--- config.mk ---
export PLATFORM = sky130hd
export DESIGN_NAME = x86_insn_len_sequencer
export DESIGN_NICKNAME = d
export VERILOG_FILES = /design/src/rtl/x86_insn_len_sequencer.sv
export SDC_FILE = /design/constraint.sdc
export NUM_CORES = 1
export LEC_CHECK = 0
export CORE_MARGIN = 3
export CORE_UTILIZATION = 55
export CTS_BUF_LIST = sky130_fd_sc_hd__clkbuf_8
export CTS_CLUSTER_SIZE = 25
export DETAILED_ROUTE_END_ITERATION = 6
export DONT_BUFFER_PORTS = 1
export GPL_ROUTABILITY_DRIVEN = 0
export PLACE_DENSITY = 0.71
export SKIP_LAST_GASP = 1
export SLEW_MARGIN = 20
export SYNTH_ARGS = -nofsm -noshare
export SYNTH_HDL_FRONTEND = slang
export SYNTH_SLANG_ARGS = --single-unit
--- constraint.sdc ---
create_clock -name clk -period 2.7 [get_ports clk]
set_input_delay 0.27 -clock clk [delete_from_list [all_inputs] [get_ports clk]]
set_output_delay 0.27 -clock clk [all_outputs]
set_load 0.02 [all_outputs]
--- src/rtl/x86_insn_len_sequencer.sv ---
// Byte-serial x86-64 instruction boundary sequencer: walks prefix/REX/opcode/ModRM/SIB/
// displacement/immediate bytes and emits one length/summary record per instruction.
module x86_insn_len_sequencer #(
    parameter int unsigned MAX_LEN = 15
) (
    input  logic       clk,
    input  logic       reset_n,
    input  logic       flush,
    input  logic       in_valid,
    input  logic [7:0] in_byte,
    output logic       in_ready,
    output logic [8:0] opc_idx,
    input  logic       opc_has_modrm,
    input  logic [2:0] opc_imm_code,
    output logic       out_valid,
    input  logic       out_ready,
    output logic [3:0] out_len,
    output logic [8:0] out_opc,
    output logic [7:0] out_modrm,
    output logic       out_has_modrm,
    output logic       out_rex_w,
    output logic       out_opsize,
    output logic       out_err
);

    typedef enum logic [2:0] {
        S_PREFIX,
        S_OPC2,
        S_MODRM,
        S_SIB,
        S_DISP,
        S_IMM,
        S_DONE
    } state_t;

    state_t     state, state_d;
    logic [3:0] len, len_d;
    logic [8:0] opc, opc_d;
    logic [7:0] modrm, modrm_d;
    logic       has_modrm, has_modrm_d;
    logic       rex_w, rex_w_d;
    logic       opsize, opsize_d;
    logic       err, err_d;
    logic [3:0] imm_size, imm_size_d;
    logic [3:0] remain, remain_d;
    logic [3:0] imm_now;
    logic [3:0] disp_n;
    logic       take_opc;
    logic       route;
    logic       clear;

    function automatic logic is_legacy(input logic [7:0] b);
        case (b)
            8'h66, 8'h67, 8'hF0, 8'hF2, 8'hF3,
            8'h26, 8'h2E, 8'h36, 8'h3E, 8'h64, 8'h65: return 1'b1;
            default:                                  return 1'b0;
        endcase
    endfunction

    function automatic logic [3:0] disp_of_mod(input logic [1:0] m);
        case (m)
            2'b01:   return 4'd1;
            2'b10:   return 4'd4;
            default: return 4'd0;
        endcase
    endfunction

    // REX.W wins over the 0x66 operand-size prefix
    always_comb begin
        case (opc_imm_code)
            3'd1:    imm_now = 4'd1;
            3'd2:    imm_now = 4'd2;
            3'd3:    imm_now = (opsize && !rex_w) ? 4'd2 : 4'd4;
            3'd4:    imm_now = 4'd4;
            3'd5:    imm_now = rex_w ? 4'd8 : (opsize ? 4'd2 : 4'd4);
            default: imm_now = 4'd0;
        endcase
    end

    always_comb begin
        state_d     = state;
        len_d       = len;
        opc_d       = opc;
        modrm_d     = modrm;
        has_modrm_d = has_modrm;
        rex_w_d     = rex_w;
        opsize_d    = opsize;
        err_d       = err;
        imm_size_d  = imm_size;
        remain_d    = remain;
        take_opc    = 1'b0;
        route       = 1'b0;
        disp_n      = 4'd0;
        clear       = 1'b0;
        in_ready    = (state != S_DONE);
        out_valid   = (state == S_DONE);
        opc_idx     = (state == S_PREFIX || state == S_OPC2) ? {state == S_OPC2, in_byte} : '0;

        if (flush) begin
            clear = 1'b1;
        end else if (state == S_DONE) begin
            clear = out_ready;
        end else if (in_valid) begin
            // the overflowing byte is swallowed and only marks the record as bad
            if (len == 4'(MAX_LEN)) begin
                err_d   = 1'b1;
                state_d = S_DONE;
            end else begin
                len_d = len + 4'd1;
                case (state)
                    S_PREFIX: begin
                        if (is_legacy(in_byte)) begin
                            rex_w_d = 1'b0;
                            if (in_byte == 8'h66) opsize_d = 1'b1;
                        end else if (in_byte[7:4] == 4'h4) begin
                            rex_w_d = in_byte[3];
                        end else if (in_byte == 8'h0F) begin
                            state_d = S_OPC2;
                        end else begin
                            take_opc = 1'b1;
                        end
                    end
                    S_OPC2: begin
                        if (in_byte == 8'h38 || in_byte == 8'h3A) begin
                            err_d   = 1'b1;
                            state_d = S_DONE;
                        end else begin
                            take_opc = 1'b1;
                        end
                    end
                    S_MODRM: begin
                        modrm_d = in_byte;
                        if (in_byte[7:6] != 2'b11 && in_byte[2:0] == 3'b100) begin
                            state_d = S_SIB;
                        end else begin
                            route  = 1'b1;
                            disp_n = (in_byte[7:6] == 2'b00 && in_byte[2:0] == 3'b101)
                                     ? 4'd4 : disp_of_mod(in_byte[7:6]);
                        end
                    end
                    S_SIB: begin
                        route  = 1'b1;
                        disp_n = (modrm[7:6] == 2'b00 && in_byte[2:0] == 3'b101)
                                 ? 4'd4 : disp_of_mod(modrm[7:6]);
                    end
                    S_DISP: begin
                        if (remain == 4'd1) route = 1'b1;
                        else remain_d = remain - 4'd1;
                    end
                    S_IMM: begin
                        if (remain == 4'd1) state_d = S_DONE;
                        else remain_d = remain - 4'd1;
                    end
                    default: ;
                endcase
            end
        end

        if (take_opc) begin
            opc_d       = opc_idx;
            has_modrm_d = opc_has_modrm;
            imm_size_d  = imm_now;
            if (opc_has_modrm) begin
                state_d = S_MODRM;
            end else if (imm_now != 4'd0) begin
                state_d  = S_IMM;
                remain_d = imm_now;
            end else begin
                state_d = S_DONE;
            end
        end

        if (route) begin
            if (disp_n != 4'd0) begin
                state_d  = S_DISP;
                remain_d = disp_n;
            end else if (imm_size != 4'd0) begin
                state_d  = S_IMM;
                remain_d = imm_size;
            end else begin
                state_d = S_DONE;
            end
        end

        if (clear) begin
            state_d     = S_PREFIX;
            len_d       = '0;
            opc_d       = '0;
            modrm_d     = '0;
            has_modrm_d = 1'b0;
            rex_w_d     = 1'b0;
            opsize_d    = 1'b0;
            err_d       = 1'b0;
            imm_size_d  = '0;
            remain_d    = '0;
        end
    end

    always_ff @(posedge clk or negedge reset_n) begin
        if (!reset_n) begin
            state     <= S_PREFIX;
            len       <= '0;
            opc       <= '0;
            modrm     <= '0;
            has_modrm <= 1'b0;
            rex_w     <= 1'b0;
            opsize    <= 1'b0;
            err       <= 1'b0;
            imm_size  <= '0;
            remain    <= '0;
        end else begin
            state     <= state_d;
            len       <= len_d;
            opc       <= opc_d;
            modrm     <= modrm_d;
            has_modrm <= has_modrm_d;
            rex_w     <= rex_w_d;
            opsize    <= opsize_d;
            err       <= err_d;
            imm_size  <= imm_size_d;
            remain    <= remain_d;
        end
    end

    assign out_len       = len;
    assign out_opc       = opc;
    assign out_modrm     = modrm;
    assign out_has_modrm = has_modrm;
    assign out_rex_w     = rex_w;
    assign out_opsize    = opsize;
    assign out_err       = err;

endmodule

# ---- Yosys cells after proc, flatten, opt, wreduce, memory -nomap -nowiden
# Cells that the tools add are included.
dict set report totals {
  regBits 36
  input_bits 17
  out_inout_bits 36
  elab_cells 201
}
dict set report classes {
  add_sub_neg 2
  n_eq_ne 47
  mux 110
  reduce_logical 32
}
# cell count
set ops {}
lappend ops {{$mux W4} 28}
lappend ops {{$eq A8 B6 Y1 const B} 6}
lappend ops {{$mux W3} 16}
lappend ops {{$mux W8} 6}
lappend ops {{$mux W1} 47}
lappend ops {{$eq A8 B7 Y1 const B} 4}
lappend ops {{$mux W9} 3}
lappend ops {{$eq A8 B8 Y1 const B} 3}
lappend ops {{$ne A6 B6 Y1 const B} 4}
lappend ops {{$eq A3 B3 Y1 const B} 7}
lappend ops {{$pmux W4 S5} 1}
lappend ops {{$reduce_bool A4 Y1} 4}
lappend ops {{$eq A3 B2 Y1 const B} 4}
lappend ops {{$ne A6 B4 Y1 const B} 2}
lappend ops {{$pmux W3 S2} 2}
lappend ops {{$pmux W3 S4} 1}
lappend ops {{$reduce_bool A2 Y1} 6}
lappend ops {{$reduce_or A11 Y1} 1}
lappend ops {{$reduce_and A10 Y1} 1}
lappend ops {{$reduce_and A5 Y1} 2}
lappend ops {{$reduce_bool A3 Y1} 3}
lappend ops {{$eq A8 B4 Y1 const B} 1}
lappend ops {{$ne A4 B1 Y1 const B} 2}
lappend ops {{$pmux W4 S2} 1}
lappend ops {{24 further kinds} 36}

# ---- Logic depth before layout (Yosys ltp)
dict set report logic_depth {
  depth_word 19
  mapped_depth 9
  ltp_nobuf 8
}

# ---- Least setup slack after synthesis
# OpenSTA, ideal clock, no wires.
dict set report synth_timing {
  path_kind {flip-flop to flip-flop}
  start {register len[0] (netlist: out_len[0])}
  end {register state[0]}
  setup_ns 0.127
  arrival_ns 2.322
  t_required_ns 2.573
  slack_ns 0.250
  path_stages_with_launch 9
  n_path_buf 1
  period_less_slack_ns 2.450
  path_cell_list {dfrtp_1 > ha_1 > and3_1 > buf_2 > nor2_1 > a22o_2 > a2111oi_2 > nand2_1 > mux2_1}
}
dict set report synth_between {
  elab_chain_len 9
  elab_cells_between_ends 33
  classes_between {eq/ne: 9; mux: 20; reduce/logical: 4}
}
# element line
set synth_lines {}
lappend synth_lines {{start, declared} 37} ;# logic [3:0] len, len_d;
lappend synth_lines {{start signal, assigned} 213} ;# len <= len_d;
lappend synth_lines {{$eq A4 B4 Y1 *} 105} ;# if (len == 4'(MAX_LEN)) begin
lappend synth_lines {{$mux W4} 105}
lappend synth_lines {{$mux W4} 103} ;# end else if (in_valid) begin
lappend synth_lines {{$mux W4} 101} ;# end else if (state == S_DONE) begin
lappend synth_lines {{$mux W4} 99} ;# if (flush) begin
lappend synth_lines {{$reduce_bool A4 Y1} 174} ;# if (disp_n != 4'd0) begin
lappend synth_lines {{$mux W2} 174}
lappend synth_lines {{$mux W3} 173} ;# if (route) begin
lappend synth_lines {{$mux W3} 185} ;# if (clear) begin
lappend synth_lines {{end signal, assigned} 212} ;# state <= state_d;
lappend synth_lines {{end, declared} 36} ;# state_t state, state_d;
# Every way passes the cells marked *; elsewhere a longest branch is shown, timed or not. The select of a mux whose other input is x is not followed.
# A chain may end at the register's enable or synchronous reset.

# ---- Final worst setup path
# Same ends and word-level chain as after synthesis.

==> impl_metrics.py <==
metrics = {
    "timing": {
        "fmax_ghz": 0.408,
        "hold_viol": 0,
        "slew_headroom": 0.462,
        "tightest_slew_ps": 801,
        "slew_violations": 0,
        "tns_ps": 0,
        "rsz0062_at_grt": "no",
        "finalCriticalPeriod_ps": 2450,
        "clock_skew_ps": 1.81,
        "fin_crit_sh": 0.907,
        "setup_viol": 0,
    },
    "setup_path": {
        "critPathRequiredTime_ps": 2880,
        "rrSetupSlack_ps": 250,
        "timing.rr.start": "out_len[0]$_DFFE_PN0P_",
        "crit_path_max_fanout": 9,
        "worst_r2r_endpoint": "state[0]$_DFFE_PN0P_",
        "slowest_delay_ps": 390,
        "cp-start-kind": "register",
        "cp_slowest_cell": "and3_1",
        "critical_path_class": "reg -> reg",
        "cp-end-kind": "register",
        "critPathArrivalTime_ps": 2630,
        "crit_chain": "ha_1 > and3_1 > nor2_1 > a22o_2 > a2111oi_2 > buf_4 > nand2_1 > mux2_1",
        "reg2reg_depth": 8,
    },
    "run": {
        "maxCapViolations": 0,
    },
    "logic_synthesis": {
        "yosys.area.top_type_share": 0.376,
        "netlist_area_um2": 2400,
        "synth-edff-count": 0,
        "synth_flop_cell": "dfrtp_1",
        "ys_ff_latch": 36,
        "yosysWarnings": 0,
        "synth_cells": 265,
        "async_flop_share": 1.00,
        "syn_nets": 285,
        "ys_types": 65,
        "synth.area.top_cells": "dfrtp_1 (38%), nand2_1 (5.8%), a21oi_1 (4.4%)",
        "syn_avg_cell_area_um2": 9.04,
        "yosysTopAreaCell": "dfrtp_1",
        "seq_area_frac_synth": 0.376,
    },
    "floorplanning": {
        "die_y_um": 72.0,
        "boundaryPins": 53,
        "rows": 23,
        "initial_core_util": 0.582,
        "core_area_um2": 4120,
        "die_w_um": 72.0,
        "dieArea_um2": 5180,
    },
    "route": {
        "postRouteAntennaNets": 0,
        "wl_per_cell_um": 19.3,
        "drt_iter0_markers": 165,
        "dr_total_vias": 2110,
        "post-route-drc-count": 0,
        "viasPerCell": 6.43,
        "wl_mm": 6.32,
        "drtPass1Iterations": 5,
    },
    "global_route": {
        "antenna_found_initial": 0,
        "grt_pass1_vias": 2126,
        "grt_max_degree": 37,
        "grt_pass1_wl_mm": 10.5,
        "grt_overflow": 0,
        "grt_use_total": 0.259,
    },
    "final_layout": {
        "syn2layout_area_growth_pct": 10.8,
        "drive_above_1_share": 0.162,
        "finalInstanceArea_um2": 2650,
        "final_nets": 297,
        "n_antenna_cell": 0,
        "final_common_cell": "nand2_1",
        "final_cell_mix": "nand2_1 (37), dfrtp_1 (36), nor2_1 (21), a21oi_1 (21), buf_4 (16)",
    },
    "power": {
        "comb_power_share": 0.400,
        "cellInternalPower_mw": 1.24,
        "switching_power_uw": 857,
        "p_clk_frac": 0.230,
        "peakVddDrop_mv": 0.487,
        "powerDensity_nw_per_um2": 791,
        "p_leak_nw": 1.14,
        "sw_frac_of_total": 0.408,
        "power.share.sequential": 0.370,
        "power.total_mw": 2.10,
    },
    "cts": {
        "clk_path_buf_depth": 2,
        "cts_tree": "yes",
        "cts_sinks": 36,
        "h-tree-depth": 2,
        "numCtsBuffers": 5,
        "clk_latency_ps": 290,
        "cts-root-buf": "clkbuf_8",
        "clk_pin_slew_ps": 80,
        "cts_setup_buffers": 0,
    },
    "hold_path": {
        "hold-path-endpoint": "out_modrm[7]$_DFFE_PN0P_",
        "hold_path_startpoint": "in_byte[7]",
        "holdPathStages": 2,
        "hold_class": "in -> reg",
    },
    "placed_design": {
        "numPortBuffers": 0,
        "place_hpwl_mm": 4.57,
        "place_area_um2": 2510,
    },
    "run_status": {
        "status": "finished, final reports clean",
    },
}
## sequential cells by signal, summed over array words and instances (netlist names)
name,flops
remain,4
out_rex_w,1
state,3
out_has_modrm,1
out_len,4
imm_size,4
out_modrm,8
out_opsize,1
out_opc,9
out_err,1
## synth_stat cells (3+ instances only)
cell      count
nand3_1       9
a32o_1        3
ha_1          3
or4b_1        3
mux2i_1       4
a31oi_1       4
clkbuf_1      6
and2_1        8
nor2b_1       5
a211o_1       3
nand2_1      37
nand2b_1      6
a22o_1        8
and3_1        3
nor3b_1       4
buf_4         4
nor2_1       21
inv_1         7
nor4_1        4
nor3_1        6
a21oi_1      21
o21ai_0       6
a211oi_1      4
dfrtp_1      36
## cells by family after synthesis
family | share of synthesized area
AND/OR/NAND/NOR | 0.287
AO/OA/AOI/OAI | 0.236
flip-flops | 0.376
buffers and inverters | 0.0402
multiplexers | 0.0308
XOR/XNOR | 0.0146
adder cells (fa/ha/maj) | 0.0157
## how the worst max path moves through the flow
stage,startpoint,cells after the start,to
after CTS,out_len[0]$_DFFE_PN0P_,8,state[0]$_DFFE_PN0P_
after global placement,out_len[0]$_DFFE_PN0P_,6,remain[3]$_DFF_PN0_
after global routing,out_len[0]$_DFFE_PN0P_,8,state[0]$_DFFE_PN0P_
after detailed placement,out_len[0]$_DFFE_PN0P_,8,state[0]$_DFFE_PN0P_
final,out_len[0]$_DFFE_PN0P_,8,state[0]$_DFFE_PN0P_
after floorplan,out_len[0]$_DFFE_PN0P_,8,state[0]$_DFFE_PN0P_
## stage by stage
stage / instances / hold slack, ps / worst slack, ps / util
after floorplan: 265 / -25.6 / 250 / -
after global placement: 318 / -24.6 / 363 / 0.611
after detailed placement: 318 / -24.5 / 274 / 0.611
after CTS: 328 / 100 / 259 / 0.645
after global routing: 328 / 102 / 90.3 / 0.645
final: 328 / 105 / 251 / 0.645
## metal layers
metal / routed length [um] / track usage
met4: 164 / 0.0898
met1: 2630 / 0.339
met2: 2910 / 0.408
met3: 616 / 0.0803
met5: 0 / 0
## what timing repair did
action	4_1_cts	5_1_grt
endpoints found under the hold margin	36	0
gates resized for setup	0	0
endpoints found under the setup margin	0	0
hold buffers	2	0
## cell type report
cell class	instances	area (um^2)
Timing Repair Buffer	18	150
Fill cell	352	1460
Inverter	8	30.0
Multi-Input combinational cell	208	1400
Clock inverter	3	42.5
Tap cell	50	62.6
Sequential cell	36	901
Clock buffer	5	68.8
## worst max-delay path, delay by kind of cell (launching register included)
kind | cells | cell delay, ps
AOI/OAI and AO/OA | 2 | 640
adders and majority gates | 1 | 200
buffers and inverters | 1 | 190
DFF | 1 | 370
muxes | 1 | 320
and+or+nand+nor | 3 | 600
## power by group through the flow
| stage | logic [mW] | registers, mW | clock network, mW |
|---|---|---|---|
| 2_1_floorplan | 0.662 | 0.729 | 0 |
| 3_3_place_gp | 0.801 | 0.780 | 0 |
| 3_5_place_dp | 0.812 | 0.782 | 0 |
| 4_1_cts | 0.837 | 0.772 | 0.487 |
| 5_1_grt | 0.914 | 0.791 | 0.515 |
| 6_report | 0.841 | 0.777 | 0.482 |
Note: power is estimated with default switching activity, not from simulation.
